<file path="src/rtl/trx_seq_pkg.sv">
// Shared types and default constants for the transceiver sequencer.
package trx_seq_pkg;

  localparam int         LEN_W_DEFAULT        = 8;
  localparam logic [7:0] SFD_DEFAULT          = 8'hA7;
  localparam int         FLUSH_CYCLES_DEFAULT = 16;
  localparam int         SYNC_TIMEOUT_DEFAULT = 1024;

  typedef enum logic [2:0] {
    IDLE     = 3'd0,
    TX_RUN   = 3'd1,
    TX_FLUSH = 3'd2,
    RX_SYNC  = 3'd3,
    RX_DATA  = 3'd4
  } state_t;

endpackage

</file>
<file path="src/rtl/trx_seq_ctrl_if.sv">
// Request, FIFO, modulator and cdr signals of the sequencer, grouped as one bus.
interface trx_seq_ctrl_if #(parameter int LEN_W = 8);

  logic             inTxReq;
  logic [LEN_W-1:0] inTxLen;
  logic             inRxReq;
  logic [LEN_W-1:0] inRxLen;
  logic             inAbort;
  logic             inFifoEmpty;
  logic             inCoderReady;
  logic             inCdrFlag;
  logic             inCdrData;
  logic             inOutFifoFull;
  logic             outFifoReadEnable;
  logic             outCoderEmpty;
  logic             outRxEnable;
  logic             outOutFifoWriteEnable;
  logic             outOutFifoData;
  logic             outTxDone;
  logic             outRxDone;
  logic             outErr;
  logic [2:0]       outState;

  // Sequencer side.
  modport master (
    input  inTxReq, inTxLen, inRxReq, inRxLen, inAbort, inFifoEmpty,
           inCoderReady, inCdrFlag, inCdrData, inOutFifoFull,
    output outFifoReadEnable, outCoderEmpty, outRxEnable, outOutFifoWriteEnable,
           outOutFifoData, outTxDone, outRxDone, outErr, outState
  );

  // Datapath / host side.
  modport slave (
    output inTxReq, inTxLen, inRxReq, inRxLen, inAbort, inFifoEmpty,
           inCoderReady, inCdrFlag, inCdrData, inOutFifoFull,
    input  outFifoReadEnable, outCoderEmpty, outRxEnable, outOutFifoWriteEnable,
           outOutFifoData, outTxDone, outRxDone, outErr, outState
  );

endinterface

</file>
<file path="src/rtl/sfd_detector.sv">
// Hunts for the start-of-frame delimiter in the cdr bit stream, MSB first.
module sfd_detector
  import trx_seq_pkg::*;
#(
  parameter logic [7:0] SFD = SFD_DEFAULT
) (
  input  logic clk,
  input  logic rst_n,
  input  logic clear,
  input  logic shift,
  input  logic din,
  output logic match
);

  logic [6:0] sr;
  logic [7:0] cand;

  // The incoming bit joins the window in the same cycle it is compared.
  assign cand  = {sr, din};
  assign match = shift && (cand == SFD);

  // NOTE: sequential state uses non-blocking assignments so every flop samples pre-edge values.
  always_ff @(posedge clk) begin
    if (!rst_n || clear || match) sr <= '0;
    else if (shift)               sr <= cand[6:0];
  end

endmodule

</file>
<file path="src/rtl/trx_seq_ctrl.sv">
// Transceiver sequencer: arbitrates the shared TX/RX datapath and steps it through a frame.
module trx_seq_ctrl
  import trx_seq_pkg::*;
#(
  parameter int         LEN_W        = LEN_W_DEFAULT,
  parameter logic [7:0] SFD          = SFD_DEFAULT,
  parameter int         FLUSH_CYCLES = FLUSH_CYCLES_DEFAULT,
  parameter int         SYNC_TIMEOUT = SYNC_TIMEOUT_DEFAULT
) (
  input  logic           inClock,
  input  logic           inReset,
  trx_seq_ctrl_if.master bus
);

  localparam int CNT_W = LEN_W + 1;
  localparam int FL_W  = $clog2(FLUSH_CYCLES);
  localparam int TO_W  = $clog2(SYNC_TIMEOUT);
  localparam logic [FL_W-1:0] FLUSH_LAST = FL_W'(FLUSH_CYCLES - 1);
  localparam logic [TO_W-1:0] TOUT_LAST  = TO_W'(SYNC_TIMEOUT - 1);

  state_t            state, state_nxt;
  logic              last_rx;
  logic [LEN_W-1:0]  tx_len, rx_len;
  logic [CNT_W-1:0]  tx_cnt, rx_cnt;
  logic [FL_W-1:0]   flush_cnt;
  logic [TO_W-1:0]   tout_cnt;
  logic              tx_done_q, rx_done_q, wr_q, wr_data_q;

  logic grant_tx, grant_rx, rd, underflow, tx_last;
  logic rx_take, overflow, rx_last, sfd_hit, tout_hit, flush_end;

  // Ties go to the side that did not win last time.
  assign grant_tx  = (state == IDLE) && bus.inTxReq && (!bus.inRxReq || last_rx);
  assign grant_rx  = (state == IDLE) && bus.inRxReq && !grant_tx;

  assign tx_last   = (tx_cnt + CNT_W'(1)) == {1'b0, tx_len};
  assign rd        = (state == TX_RUN) && bus.inCoderReady && !bus.inFifoEmpty && !bus.inAbort;
  assign underflow = (state == TX_RUN) && bus.inCoderReady && bus.inFifoEmpty && !bus.inAbort
                     && (tx_cnt < {1'b0, tx_len});
  assign flush_end = (state == TX_FLUSH) && (flush_cnt == FLUSH_LAST) && !bus.inAbort;

  assign rx_last   = (rx_cnt + CNT_W'(1)) == {1'b0, rx_len};
  assign rx_take   = (state == RX_DATA) && bus.inCdrFlag && !bus.inAbort;
  assign overflow  = rx_take && bus.inOutFifoFull;
  assign tout_hit  = (state == RX_SYNC) && (tout_cnt == TOUT_LAST) && !sfd_hit && !bus.inAbort;

  sfd_detector #(.SFD(SFD)) u_sfd (
    .clk   (inClock),
    .rst_n (inReset),
    .clear (state != RX_SYNC),
    .shift ((state == RX_SYNC) && bus.inCdrFlag && !bus.inAbort),
    .din   (bus.inCdrData),
    .match (sfd_hit)
  );

  // NOTE: every always_comb output gets a default first, so no path can infer a latch.
  always_comb begin
    state_nxt = state;
    case (state)
      IDLE: begin
        if (grant_tx)      state_nxt = (bus.inTxLen == '0) ? TX_FLUSH : TX_RUN;
        else if (grant_rx) state_nxt = RX_SYNC;
      end
      TX_RUN:   if (underflow || (rd && tx_last)) state_nxt = TX_FLUSH;
      TX_FLUSH: if (flush_end) state_nxt = IDLE;
      RX_SYNC: begin
        if (sfd_hit)       state_nxt = (rx_len == '0) ? IDLE : RX_DATA;
        else if (tout_hit) state_nxt = IDLE;
      end
      RX_DATA:  if (overflow || (rx_take && rx_last)) state_nxt = IDLE;
      default:  state_nxt = IDLE;
    endcase
    if (bus.inAbort && state != IDLE) state_nxt = IDLE;
  end

  always_ff @(posedge inClock) begin
    if (!inReset) state <= IDLE;
    else          state <= state_nxt;
  end

  always_ff @(posedge inClock) begin
    if (!inReset) begin
      last_rx   <= 1'b1;
      tx_len    <= '0;
      rx_len    <= '0;
      tx_cnt    <= '0;
      rx_cnt    <= '0;
      flush_cnt <= '0;
      tout_cnt  <= '0;
      tx_done_q <= 1'b0;
      rx_done_q <= 1'b0;
      wr_q      <= 1'b0;
      wr_data_q <= 1'b0;
    end else begin
      tx_done_q <= flush_end;
      rx_done_q <= 1'b0;
      wr_q      <= 1'b0;

      if (grant_tx) begin
        last_rx <= 1'b0;
        tx_len  <= bus.inTxLen;
        tx_cnt  <= '0;
      end else if (rd && tx_cnt != '1) begin
        tx_cnt  <= tx_cnt + CNT_W'(1);
      end

      flush_cnt <= (state == TX_FLUSH) ? flush_cnt + FL_W'(1) : '0;

      if (grant_rx) begin
        last_rx  <= 1'b1;
        rx_len   <= bus.inRxLen;
        rx_cnt   <= '0;
        tout_cnt <= '0;
      end else if (state == RX_SYNC && tout_cnt != TOUT_LAST) begin
        tout_cnt <= tout_cnt + TO_W'(1);
      end

      // A zero-length frame completes as soon as the delimiter is seen.
      if (sfd_hit && rx_len == '0) rx_done_q <= 1'b1;

      if (rx_take && !overflow) begin
        wr_q      <= 1'b1;
        wr_data_q <= bus.inCdrData;
        if (rx_cnt != '1) rx_cnt <= rx_cnt + CNT_W'(1);
        if (rx_last)      rx_done_q <= 1'b1;
      end
    end
  end

  assign bus.outFifoReadEnable     = rd;
  assign bus.outCoderEmpty         = (state == TX_RUN) ? bus.inFifoEmpty : 1'b1;
  assign bus.outRxEnable           = (state == RX_SYNC) || (state == RX_DATA);
  assign bus.outOutFifoWriteEnable = wr_q;
  assign bus.outOutFifoData        = wr_data_q;
  assign bus.outTxDone             = tx_done_q;
  assign bus.outRxDone             = rx_done_q;
  assign bus.outErr                = underflow || overflow || tout_hit;
  assign bus.outState              = state;

endmodule

</file>
<file path="src/flat_wrapper.sv">
// flat-port wrapper written by rule: the top's interface ports become plain ports
module trx_seq_ctrl_flat import trx_seq_pkg::*;
#(
  parameter int         LEN_W        = LEN_W_DEFAULT,
  parameter logic [7:0] SFD          = SFD_DEFAULT,
  parameter int         FLUSH_CYCLES = FLUSH_CYCLES_DEFAULT,
  parameter int         SYNC_TIMEOUT = SYNC_TIMEOUT_DEFAULT
)
  (inClock, inReset, bus_inTxReq, bus_inTxLen, bus_inRxReq, bus_inRxLen, bus_inAbort, bus_inFifoEmpty, bus_inCoderReady, bus_inCdrFlag, bus_inCdrData, bus_inOutFifoFull, bus_outFifoReadEnable, bus_outCoderEmpty, bus_outRxEnable, bus_outOutFifoWriteEnable, bus_outOutFifoData, bus_outTxDone, bus_outRxDone, bus_outErr, bus_outState);
  trx_seq_ctrl_if #(.LEN_W(LEN_W)) bus_i ();
  input  logic inClock;
  input  logic inReset;
  input wire logic [$bits(bus_i.inTxReq)-1:0] bus_inTxReq;
  input wire logic [$bits(bus_i.inTxLen)-1:0] bus_inTxLen;
  input wire logic [$bits(bus_i.inRxReq)-1:0] bus_inRxReq;
  input wire logic [$bits(bus_i.inRxLen)-1:0] bus_inRxLen;
  input wire logic [$bits(bus_i.inAbort)-1:0] bus_inAbort;
  input wire logic [$bits(bus_i.inFifoEmpty)-1:0] bus_inFifoEmpty;
  input wire logic [$bits(bus_i.inCoderReady)-1:0] bus_inCoderReady;
  input wire logic [$bits(bus_i.inCdrFlag)-1:0] bus_inCdrFlag;
  input wire logic [$bits(bus_i.inCdrData)-1:0] bus_inCdrData;
  input wire logic [$bits(bus_i.inOutFifoFull)-1:0] bus_inOutFifoFull;
  output wire logic [$bits(bus_i.outFifoReadEnable)-1:0] bus_outFifoReadEnable;
  output wire logic [$bits(bus_i.outCoderEmpty)-1:0] bus_outCoderEmpty;
  output wire logic [$bits(bus_i.outRxEnable)-1:0] bus_outRxEnable;
  output wire logic [$bits(bus_i.outOutFifoWriteEnable)-1:0] bus_outOutFifoWriteEnable;
  output wire logic [$bits(bus_i.outOutFifoData)-1:0] bus_outOutFifoData;
  output wire logic [$bits(bus_i.outTxDone)-1:0] bus_outTxDone;
  output wire logic [$bits(bus_i.outRxDone)-1:0] bus_outRxDone;
  output wire logic [$bits(bus_i.outErr)-1:0] bus_outErr;
  output wire logic [$bits(bus_i.outState)-1:0] bus_outState;
  assign bus_i.inTxReq = bus_inTxReq;
  assign bus_i.inTxLen = bus_inTxLen;
  assign bus_i.inRxReq = bus_inRxReq;
  assign bus_i.inRxLen = bus_inRxLen;
  assign bus_i.inAbort = bus_inAbort;
  assign bus_i.inFifoEmpty = bus_inFifoEmpty;
  assign bus_i.inCoderReady = bus_inCoderReady;
  assign bus_i.inCdrFlag = bus_inCdrFlag;
  assign bus_i.inCdrData = bus_inCdrData;
  assign bus_i.inOutFifoFull = bus_inOutFifoFull;
  assign bus_outFifoReadEnable = bus_i.outFifoReadEnable;
  assign bus_outCoderEmpty = bus_i.outCoderEmpty;
  assign bus_outRxEnable = bus_i.outRxEnable;
  assign bus_outOutFifoWriteEnable = bus_i.outOutFifoWriteEnable;
  assign bus_outOutFifoData = bus_i.outOutFifoData;
  assign bus_outTxDone = bus_i.outTxDone;
  assign bus_outRxDone = bus_i.outRxDone;
  assign bus_outErr = bus_i.outErr;
  assign bus_outState = bus_i.outState;
  trx_seq_ctrl #(.LEN_W(LEN_W), .SFD(SFD), .FLUSH_CYCLES(FLUSH_CYCLES), .SYNC_TIMEOUT(SYNC_TIMEOUT)) u_core (.inClock(inClock), .inReset(inReset), .bus(bus_i));
endmodule
</file>
<file path="config.mk">
export PLATFORM = sky130hd
export DESIGN_NAME = trx_seq_ctrl_flat
export DESIGN_NICKNAME = d
export VERILOG_FILES = /design/src/rtl/trx_seq_pkg.sv /design/src/rtl/trx_seq_ctrl_if.sv /design/src/rtl/sfd_detector.sv /design/src/rtl/trx_seq_ctrl.sv /design/src/flat_wrapper.sv
export SDC_FILE = /design/constraint.sdc
export NUM_CORES = 1
export LEC_CHECK = 0
export CAP_MARGIN = 20
export CORE_MARGIN = 2
export CORE_UTILIZATION = 23
export DETAILED_ROUTE_END_ITERATION = 10
export SETUP_SLACK_MARGIN = 0.02
export SLEW_MARGIN = 20
export SYNTH_ARGS = -nofsm -noshare
export SYNTH_HDL_FRONTEND = slang
export SYNTH_SLANG_ARGS = --single-unit
export TNS_END_PERCENT = 5
</file>
<file path="constraint.sdc">
create_clock -name inClock -period 5.7 [get_ports inClock]
set_input_delay 1.14 -clock inClock [delete_from_list [all_inputs] [get_ports inClock]]
set_output_delay 1.14 -clock inClock [all_outputs]
set_load 0.005 [all_outputs]
</file>
## After elaboration in Yosys (flattened, before gate mapping)

Cells that the tools add are included.
W data, S select, Z words.

- Add/sub/neg operators: 4
- $mul: 0
- Divide/modulo/power cells: 0
- Magnitude comparators: 1
- Equality and inequality tests: 18
- Shift operators: 0
- Multiplexer cells: 18
- Bitwise gates (word level): 1
- Reduce and logical (&&, ||, !) cells: 52

Operator list:

| operator | count |
|---|---|
| $logic_and A1 B1 Y1 | 28 |
| $mux W9 | 3 |
| $mux W3 | 8 |
| $add A9 B1 Y9 const B | 2 |
| $eq A9 B8 Y1 | 2 |
| $ne A9 B9 Y1 const B | 2 |
| $logic_not A8 Y1 | 2 |
| $pmux W3 S5 | 1 |
| $add A10 B1 Y10 const B | 1 |
| $eq A10 B10 Y1 const B | 1 |
| $ne A10 B10 Y1 const B | 1 |
| $lt A9 B8 Y1 | 1 |
| $eq A8 B8 Y1 const B | 1 |
| $logic_or A1 B1 Y1 | 8 |
| $logic_not A1 Y1 | 7 |
| $eq A3 B2 Y1 const B | 2 |
| $ne A2 B1 Y1 const B | 3 |
| $ne A3 B1 Y1 const B | 2 |
| $reduce_or A2 Y1 | 3 |
| $mux W1 | 5 |
| $reduce_and A5 Y1 | 1 |
| $add A4 B1 Y4 const B | 1 |
| $eq A4 B4 Y1 const B | 1 |
| $eq A3 B1 Y1 const B | 1 |
| other kinds (7) | 7 |

- Bits in registers: 63
- Latch bits: 0
- RAM bits: 0
- ROM bits: 0
- Input bits: 26
- Output and inout bits: 11
- Memories kept: 0

## Depth between registers and ports, before layout

Gate-level depths: netlist of run 1.

- Depth in word-level cells: 10
- Gate-level depth with buffers: 10

## By module

From an unflattened synthesis of run 1, not the netlist that was laid out.

- Cell total of the unflattened synthesis: 384
- Area, all modules: 3286.9 um2

By module, submodules not included:

| module | times used | cells each | area an instance (um2) | sequential area each (um2) |
|---|---|---|---|---|
| trx_seq_ctrl | 1 | 357 | 2995.4 | 1121.1 |
| sfd_detector | 1 | 27 | 291.5 | 140.1 |

## Worst setup path after synthesis of run 1

OpenSTA, ideal clock, no wires.

- Kind: input -> output
- From: input port bus_inCoderReady
- To: output port bus_outErr
- Arrival time: 2.120 ns
- Path slack: 2.440 ns
- Stages on the path: 3
- Path buffers: 0
- Path through: or2b_1 or4_1 o21ai_0

- Longest elaborated chain between the ends: 6

RTL lines:

| what | line | RTL |
|---|---|---|
| start: declaration | flat_wrapper.sv:19 | `input wire logic [$bits(bus_i.inCoderReady)-1:0] bus_inCoderReady;` |
| $logic_and A1 B1 Y1 (3 in a row) | trx_seq_ctrl.sv:38 | `assign underflow = (state == TX_RUN) && bus.inCoderReady && bus.inFifoEmpty && !bus.inAbort` |
| $logic_and A1 B1 Y1 | trx_seq_ctrl.sv:39 | `&& (tx_cnt < {1'b0, tx_len});` |
| $logic_or A1 B1 Y1 (2 in a row) | trx_seq_ctrl.sv:137 | `assign bus.outErr = underflow \|\| overflow \|\| tout_hit;` |
| end: declaration | flat_wrapper.sv:30 | `output wire logic [$bits(bus_i.outErr)-1:0] bus_outErr;` |

No other way between the ends.

## Final worst setup path of run 1

- From: input port bus_inAbort
- To: output port bus_outErr

- Longest elaborated chain between the ends: 7
- Elaborated cells between the ends (all ways): 12
- Those cells by class: reduce/logical: 12

RTL lines:

| what | line | RTL |
|---|---|---|
| start: declaration | flat_wrapper.sv:17 | `input wire logic [$bits(bus_i.inAbort)-1:0] bus_inAbort;` |
| $logic_not A1 Y1 * | -- |  |
| $logic_and A1 B1 Y1 | trx_seq_ctrl.sv:51 | `.shift ((state == RX_SYNC) && bus.inCdrFlag && !bus.inAbort),` |
| $logic_and A1 B1 Y1 | sfd_detector.sv:20 | `assign match = shift && (cand == SFD);` |
| $logic_not A1 Y1 | trx_seq_ctrl.sv:45 | `assign tout_hit = (state == RX_SYNC) && (tout_cnt == TOUT_LAST) && !sfd_hit && !bus.inAbort;` |
| $logic_and A1 B1 Y1 (2 in a row) | trx_seq_ctrl.sv:45 |  |
| $logic_or A1 B1 Y1 * | trx_seq_ctrl.sv:137 |  |

Every way passes the cells marked *; elsewhere a longest branch is shown, timed or not.

==> results of run 1 <==
-- synth_stat cells (3+ instances only) --
cell type and count:
and4_1 3, a21boi_0 4, mux2i_1 27, xnor2_1 14, nand3_1 20, nand2_1 34, dfxtp_1 63, nor2_1 43
a31oi_1 3, nand2b_1 4, buf_2 4, o211ai_1 4, and3_1 9, ha_1 14, or3b_1 3, nand4_1 8
buf_6 3, a21oi_1 10, and2_1 7, xor2_1 16, inv_1 14, nor3b_1 3, o21ai_0 12, nor3_1 12
nor4_1 4, nor2b_1 24, clkbuf_1 6
-- worst max-delay path: cells and delay by family --
kind | cells | cell delay [ns]
buffers and inverters | 2 | 1.08
AOI/OAI and AO/OA | 1 | 0.17
and+or+nand+nor | 2 | 0.88
-- per-layer routing --
layer	vias up	global-route usage, %	wire [um]
met5	-	0	0
met4	0	4.98	150
met3	10	3.08	284
met2	45	16.6	3790
met1	1356	13.9	3880
li1	1496	-	-
-- sequential cells by signal (all words and copies together) (netlist names), 3 cells and up --
signal and count:
u_core.tout_cnt 10, u_core.flush_cnt 4, u_core.tx_cnt 9, u_core.rx_cnt 9, u_core.tx_len 8, u_core.bus.outState 3
u_core.u_sfd.sr 7, u_core.rx_len 8
-- worst min-delay path by stage --
stage,slack [ns],endpoint,from
global placement,0.43,u_core.flush_cnt[0],u_core.flush_cnt[0]
global route,0.49,u_core.flush_cnt[0],u_core.flush_cnt[0]
CTS,0.46,u_core.flush_cnt[0],u_core.flush_cnt[0]
finish,0.45,u_core.flush_cnt[0],u_core.flush_cnt[0]
floorplan,0.42,u_core.flush_cnt[0],u_core.flush_cnt[0]
detailed placement,0.44,u_core.flush_cnt[0],u_core.flush_cnt[0]
-- layout make-up --
class	instances	share of cell area [%]
Timing Repair Buffer	38	8.81
Inverter	14	1.23
Multi-Input combinational cell	314	48.7
Tap cell	184	5.41
Clock inverter	4	0.529
Clock buffer	11	5.70
Sequential cell	63	29.6
-- where the power goes --
part           internal [mW]  switching, mW
clock network          0.301          0.198
logic                  0.139          0.148
registers              0.471         0.0402
total                  0.911          0.386
-- cell families (layout without fill, tap and decap cells) --
| family | after synthesis | count (layout) |
|---|---|---|
| compound gates | 51 | 51 |
| xor+xnor | 30 | 30 |
| fa+ha+maj | 14 | 14 |
| buf+inv | 27 | 67 |
| flops | 63 | 63 |
| mux | 27 | 27 |
| simple gates | 192 | 192 |
==> metrics.yaml, run 1 <==
run_status:
  status: "finished clean"
placed_design:
  dp_cells: 613
  dp_slack_ns: 1.29
  place.gp.congestion: 0.830
  port_buffers: 36
  hpwl_um: 6120
  dpl_cell_area_mm2: 0.00399
critical_path:
  crit-reg2reg-capture: "u_core.bus.outRxDone"
  reg2reg_slack_ns: 2.80
  critical_path_class: "input port to output port"
  cpMostUsedCell: "clkdlybuf4s50_1"
  worstSetupStartpointType: "input port"
  reg2regPathDepth: 9
  end_kind: "output port"
  worstReg2RegStart: "u_core.rx_cnt[0]"
  cp_max_fo: 7
  cp.arrival_ns: 3.27
  cp-startpoint: "bus_inAbort"
  crit_required_ns: 4.56
  cp-endpoint: "bus_outErr"
  crit_chain: "clkdlybuf4s50_1 -> or2b_1 -> or4_1 -> o21ai_0 -> clkdlybuf4s50_1"
  crit_path_max_incr_delay_ns: 0.56
  crit_path_top_delay_cell: "or4_1"
cts:
  path_clk_slew_ns: 0.05
  tritoncts: "built"
  clockRootBuffer: "clkbuf_16"
  cts_max_level: 3
  insertion_delay_ns: 0.34
  numCtsBuffers: 9
  postCtsResizedCells: 0
  cts_buffer_depth: 2
  holdBufCountCts: 0
  cts_setup_buffers: 0
  cts_num_sinks: 63
floorplan:
  start_util_pct: 23.7
  dieArea_mm2: 0.0161
  rows: 44
  die_x_um: 127
  ios: 37
  dieHeight_um: 127
  core_area_mm2: 0.0146
global_routing:
  grt.total_usage_pct: 10.7
  grt_pass1_vias: 2763
  overflow: 0
  grt_antenna_before_repair: 0
  grt_pass1_wl_um: 13600
  grt_max_degree: 36
logic_synthesis:
  synth_top_flop_cell: "dfxtp_1"
  synth_top_family_by_area: "simple AND/OR/NAND/NOR gates"
  synth_area_mm2: 0.00346
  yosys.area.top_type: "dfxtp_1"
  syn-num-nets: 444
  synthSimpleGateAreaFrac_pct: 29.7
  synth_edf_count: 0
  synth.area.top_cells: "dfxtp_1 (36%), mux2i_1 (7.8%), ha_1 (5.1%)"
  synth_xor_area_share_pct: 7.58
  synthAdderAreaFrac_pct: 5.06
  ys_warn_count: 0
  yosysTopAreaCellShare_pct: 36.4
  yosys-mux-area-fraction_pct: 7.80
  postSynthCellCount: 404
  seq_area_frac_synth_pct: 36.4
  ys_seq_elements: 63
  synth_compound_area_share_pct: 9.75
  synthArstFlopShare_pct: 0
  ys_types: 55
  syn_avg_cell_area_um2: 8.58
sta:
  relSlewSlack_pct: 52.3
  period_minus_slack_ns: 4.41
  rsz0062_at_grt: "no"
  worst_slew_pin_slew_ns: 0.710
  final-setup-viol-count: 0
  fmax_mhz: 227
  finClkSkew_ns: 0.00214
  finalMaxSlewViolations: 0
  fin_setup_tns_ns: 0
  hold_violations: 0
  worst_slack_ns: 1.29
  period_share_pct: 77.4
  whs_ns: 0.453
layout:
  final_cell_mix: "dfxtp_1 (63), nor2_1 (43), clkdlybuf4s50_1 (36), nand2_1 (34), mux2i_1 (27)"
  final_util_pct: 29.1
  fin_area_mm2: 0.00426
  register_area_mm2: 0.00126
  finalNetCount: 480
  num-fill-cells: 1545
  layout_commonest_cell: "dfxtp_1"
  area_growth_pct: 22.9
  stdcell_count: 628
  drive_above_1_share_pct: 5.41
  diodes: 0
  multi_input_area_mm2: 0.00207
routing:
  num_vias: 2907
  drt_iter0_drc: 144
  drt-vias-per-instance: 4.63
  dr.pass1.iters: 4
  drc: 0
  wl_per_cell_um: 12.9
  finalWirelength_um: 8110
  antenna_left: 0
power:
  total_power_mw: 1.30
  peakVddDrop_mv: 0.154
  pwr_density_cell_mw_per_mm2: 305
  p_leak_nw: 1.57
min_path:
  hold_path_depth: 1
  min_path_type: "flip-flop to flip-flop"
flow_run:
  maxCapViolCount: 0
Note: power is estimated with default switching activity, not from simulation.
==> run 2: changes to the inputs <==
==> constraint.sdc (replaced) <==
create_clock -name inClock -period 4.5 [get_ports inClock]
set_input_delay 0.9 -clock inClock [delete_from_list [all_inputs] [get_ports inClock]]
set_output_delay 0.9 -clock inClock [all_outputs]
set_load 0.005 [all_outputs]
==> run 2 against run 1 <==
Total power rose by 42%. Clock skew grew 0.0035 ns. Routed wire length is 1.0% higher. Register-to-register slack got worse by 1.2 ns. Final cell count grew 0.16%. Clock power is 65% higher. Combinational power is 28% higher. Highest routed layer unchanged.
==> metrics.yaml, run 2 (synthesis results as in run 1) <==
placed_design:
  dp_cells: 613  # unchanged
  dpl_cell_area_mm2: 0.00399  # unchanged
  hpwl_um: 6280  # was 6120 um
  place.gp.congestion: 0.842  # was 0.830
  port_buffers: 36  # unchanged
cts:
  tritoncts: "built"  # unchanged
  postCtsResizedCells: 0  # unchanged
  cts_buffer_depth: 2  # unchanged
  insertion_delay_ns: 0.33  # was 0.34 ns
  cts_max_level: 3  # unchanged
  cts_num_sinks: 63  # unchanged
  cts_setup_buffers: 0  # unchanged
  clockRootBuffer: "clkbuf_16"  # unchanged
  holdBufCountCts: 0  # unchanged
  path_clk_slew_ns: 0.05  # about the same
  numCtsBuffers: 9  # unchanged
sta:
  period_share_pct: 86.5
  finalMaxSlewViolations: 0  # unchanged
  fin_setup_tns_ns: 0  # unchanged
  relSlewSlack_pct: 51.5  # was 52.3%
  rsz0062_at_grt: "no"  # unchanged
  hold_violations: 0  # unchanged
  final-setup-viol-count: 0  # unchanged
  fmax_mhz: 257
  worst_slew_pin_slew_ns: 0.722  # was 0.710 ns
  finClkSkew_ns: 0.00560  # was 0.00214 ns
  whs_ns: 0.458  # was 0.453 ns
  period_minus_slack_ns: 3.89
routing:
  finalWirelength_um: 8190  # was 8110 um
  drt_iter0_drc: 157  # was 144
  drc: 0  # unchanged
  num_vias: 2919  # was 2907
  dr.pass1.iters: 5  # was 4
  wl_per_cell_um: 13.0  # was 12.9 um
  drt-vias-per-instance: 4.64  # was 4.63
  antenna_left: 0  # unchanged
critical_path:
  cp.arrival_ns: 2.99  # was 3.27 ns
  worstSetupStartpointType: "input port"  # unchanged
  crit_required_ns: 3.60  # was 4.56 ns
  critical_path_class: "input port to output port"  # unchanged
  worstReg2RegStart: "u_core.rx_cnt[0]"  # unchanged
  end_kind: "output port"  # unchanged
  reg2reg_slack_ns: 1.57  # was 2.80 ns
  crit-reg2reg-capture: "u_core.bus.outRxDone"  # unchanged
  cp_max_fo: 7  # unchanged
  reg2regPathDepth: 9  # unchanged
floorplan:
  die_x_um: 127  # unchanged
  dieArea_mm2: 0.0161  # unchanged
  core_area_mm2: 0.0146  # unchanged
  start_util_pct: 23.7  # unchanged
  rows: 44  # unchanged
  dieHeight_um: 127  # unchanged
  ios: 37  # unchanged
min_path:
  min_path_type: "flip-flop to flip-flop"  # unchanged
  holdPathEnd: "u_core.flush_cnt[0]"  # unchanged
  worstHoldStart: "u_core.flush_cnt[0]"  # unchanged
  hold_path_depth: 1  # unchanged
layout:
  finalNetCount: 480  # unchanged
  drive_above_1_share_pct: 5.84  # was 5.41%
  layout_commonest_cell: "dfxtp_1"  # unchanged
  top_register: "u_core.tout_cnt"  # unchanged
  largest_reg_flops: 10  # unchanged
  fin_area_mm2: 0.00435  # was 0.00426 mm2
  final_cell_mix: "dfxtp_1 (63), nor2_1 (43), clkdlybuf4s50_1 (36), nand2_1 (34), mux2i_1 (27)"  # unchanged
  reg_top3: "u_core.tout_cnt (10), u_core.rx_cnt (9), u_core.tx_cnt (9)"  # unchanged
  diodes: 0  # unchanged
  area_growth_pct: 25.6  # was 22.9%
  stdcell_count: 629  # was 628
global_routing:
  grt_max_degree: 29  # was 36
  overflow: 0  # unchanged
  grt_pass1_wl_um: 13500  # was 13600 um
  grt.total_usage_pct: 10.5  # was 10.7%
  grt_pass1_vias: 2801  # was 2763
  grt_antenna_before_repair: 0  # unchanged
power:
  p_comb_share_pct: 19.9  # was 22.1%
  p_seq_share_pct: 35.2  # was 39.4%
  p_leak_nw: 1.61  # was 1.57 nW
  p_sw_share_pct: 26.9  # was 29.8%
  clock_power_share_pct: 44.9  # was 38.4%
  peakVddDrop_mv: 0.204  # was 0.154 mV
  pwr_density_cell_mw_per_mm2: 422  # was 305 mW/mm2
  p_sw_uw: 494  # was 386 uW
  p_int_mw: 1.34  # was 911 uW
run_status:
  status: "finished clean"  # unchanged
flow_run:
  maxCapViolCount: 0  # unchanged
[run 2: changes by cell type in the layout (fill, tap and decap cells not counted)]
| cell | previous run | this run |
|---|---|---|
| bufinv_16 | 0 | 3 |
| clkinv_2 | 3 | 1 |
| clkbuf_1 | 1 | 0 |
| clkbuf_8 | 1 | 2 |
| clkinv_4 | 0 | 1 |
| clkinvlp_4 | 1 | 0 |
[run 2: how the worst max path moves through the flow]
stage                     startpoint         end
floorplan           bus_inCoderReady  bus_outErr
detailed placement       bus_inAbort  bus_outErr
global route             bus_inAbort  bus_outErr
CTS                      bus_inAbort  bus_outErr
finish                   bus_inAbort  bus_outErr
global placement         bus_inAbort  bus_outErr
[run 2: power groups by stage]
stage	registers [mW]	logic, mW	clock network (mW)
final	0.646	0.366	0.825
after global routing	0.652	0.409	0.867
after CTS	0.647	0.368	0.845
after detailed placement	0.660	0.366	0
after global placement	0.658	0.359	0
after floorplan	0.637	0.279	0
[run 2: routing by layer]
| layer | GRT usage [%] | part of all wire, % | routed length (um) |
|---|---|---|---|
| met5 | 0 | 0 | 0 |
| met4 | 5.49 | 2.6 | 212 |
| met3 | 1.94 | 2.8 | 229 |
| met2 | 17.1 | 47 | 3820 |
| met1 | 13.3 | 48 | 3940 |
[run 2: metrics by stage]
step | utilization (%) | total power [mW] | setup WS, ns
global placement | 27.3 | 1.02 | 0.589
finish | 29.7 | 1.84 | 0.608
CTS | 29.7 | 1.86 | 0.603
floorplan | - | 0.916 | 1.72
global route | 29.7 | 1.93 | 0.438
detailed placement | 27.3 | 1.03 | 0.607
[run 2: cell type report]
class,count,area [um2]
fill,1528,10300
sequential,63,1260
multi-input combinational,314,2070
clock inverter,5,104
clock buffer,11,253
timing repair buffer,38,375
tap,184,230
inverter,14,52.6
[run 2: worst max-delay path, stage by stage]
cell	delay (ns)
clkdlybuf4s50_1	0.53
nand2b_1	0.30
o21ai_0	0.34
nor3_1	0.09
a21oi_1	0.24
o21ai_0	0.13
clkdlybuf4s50_1	0.46
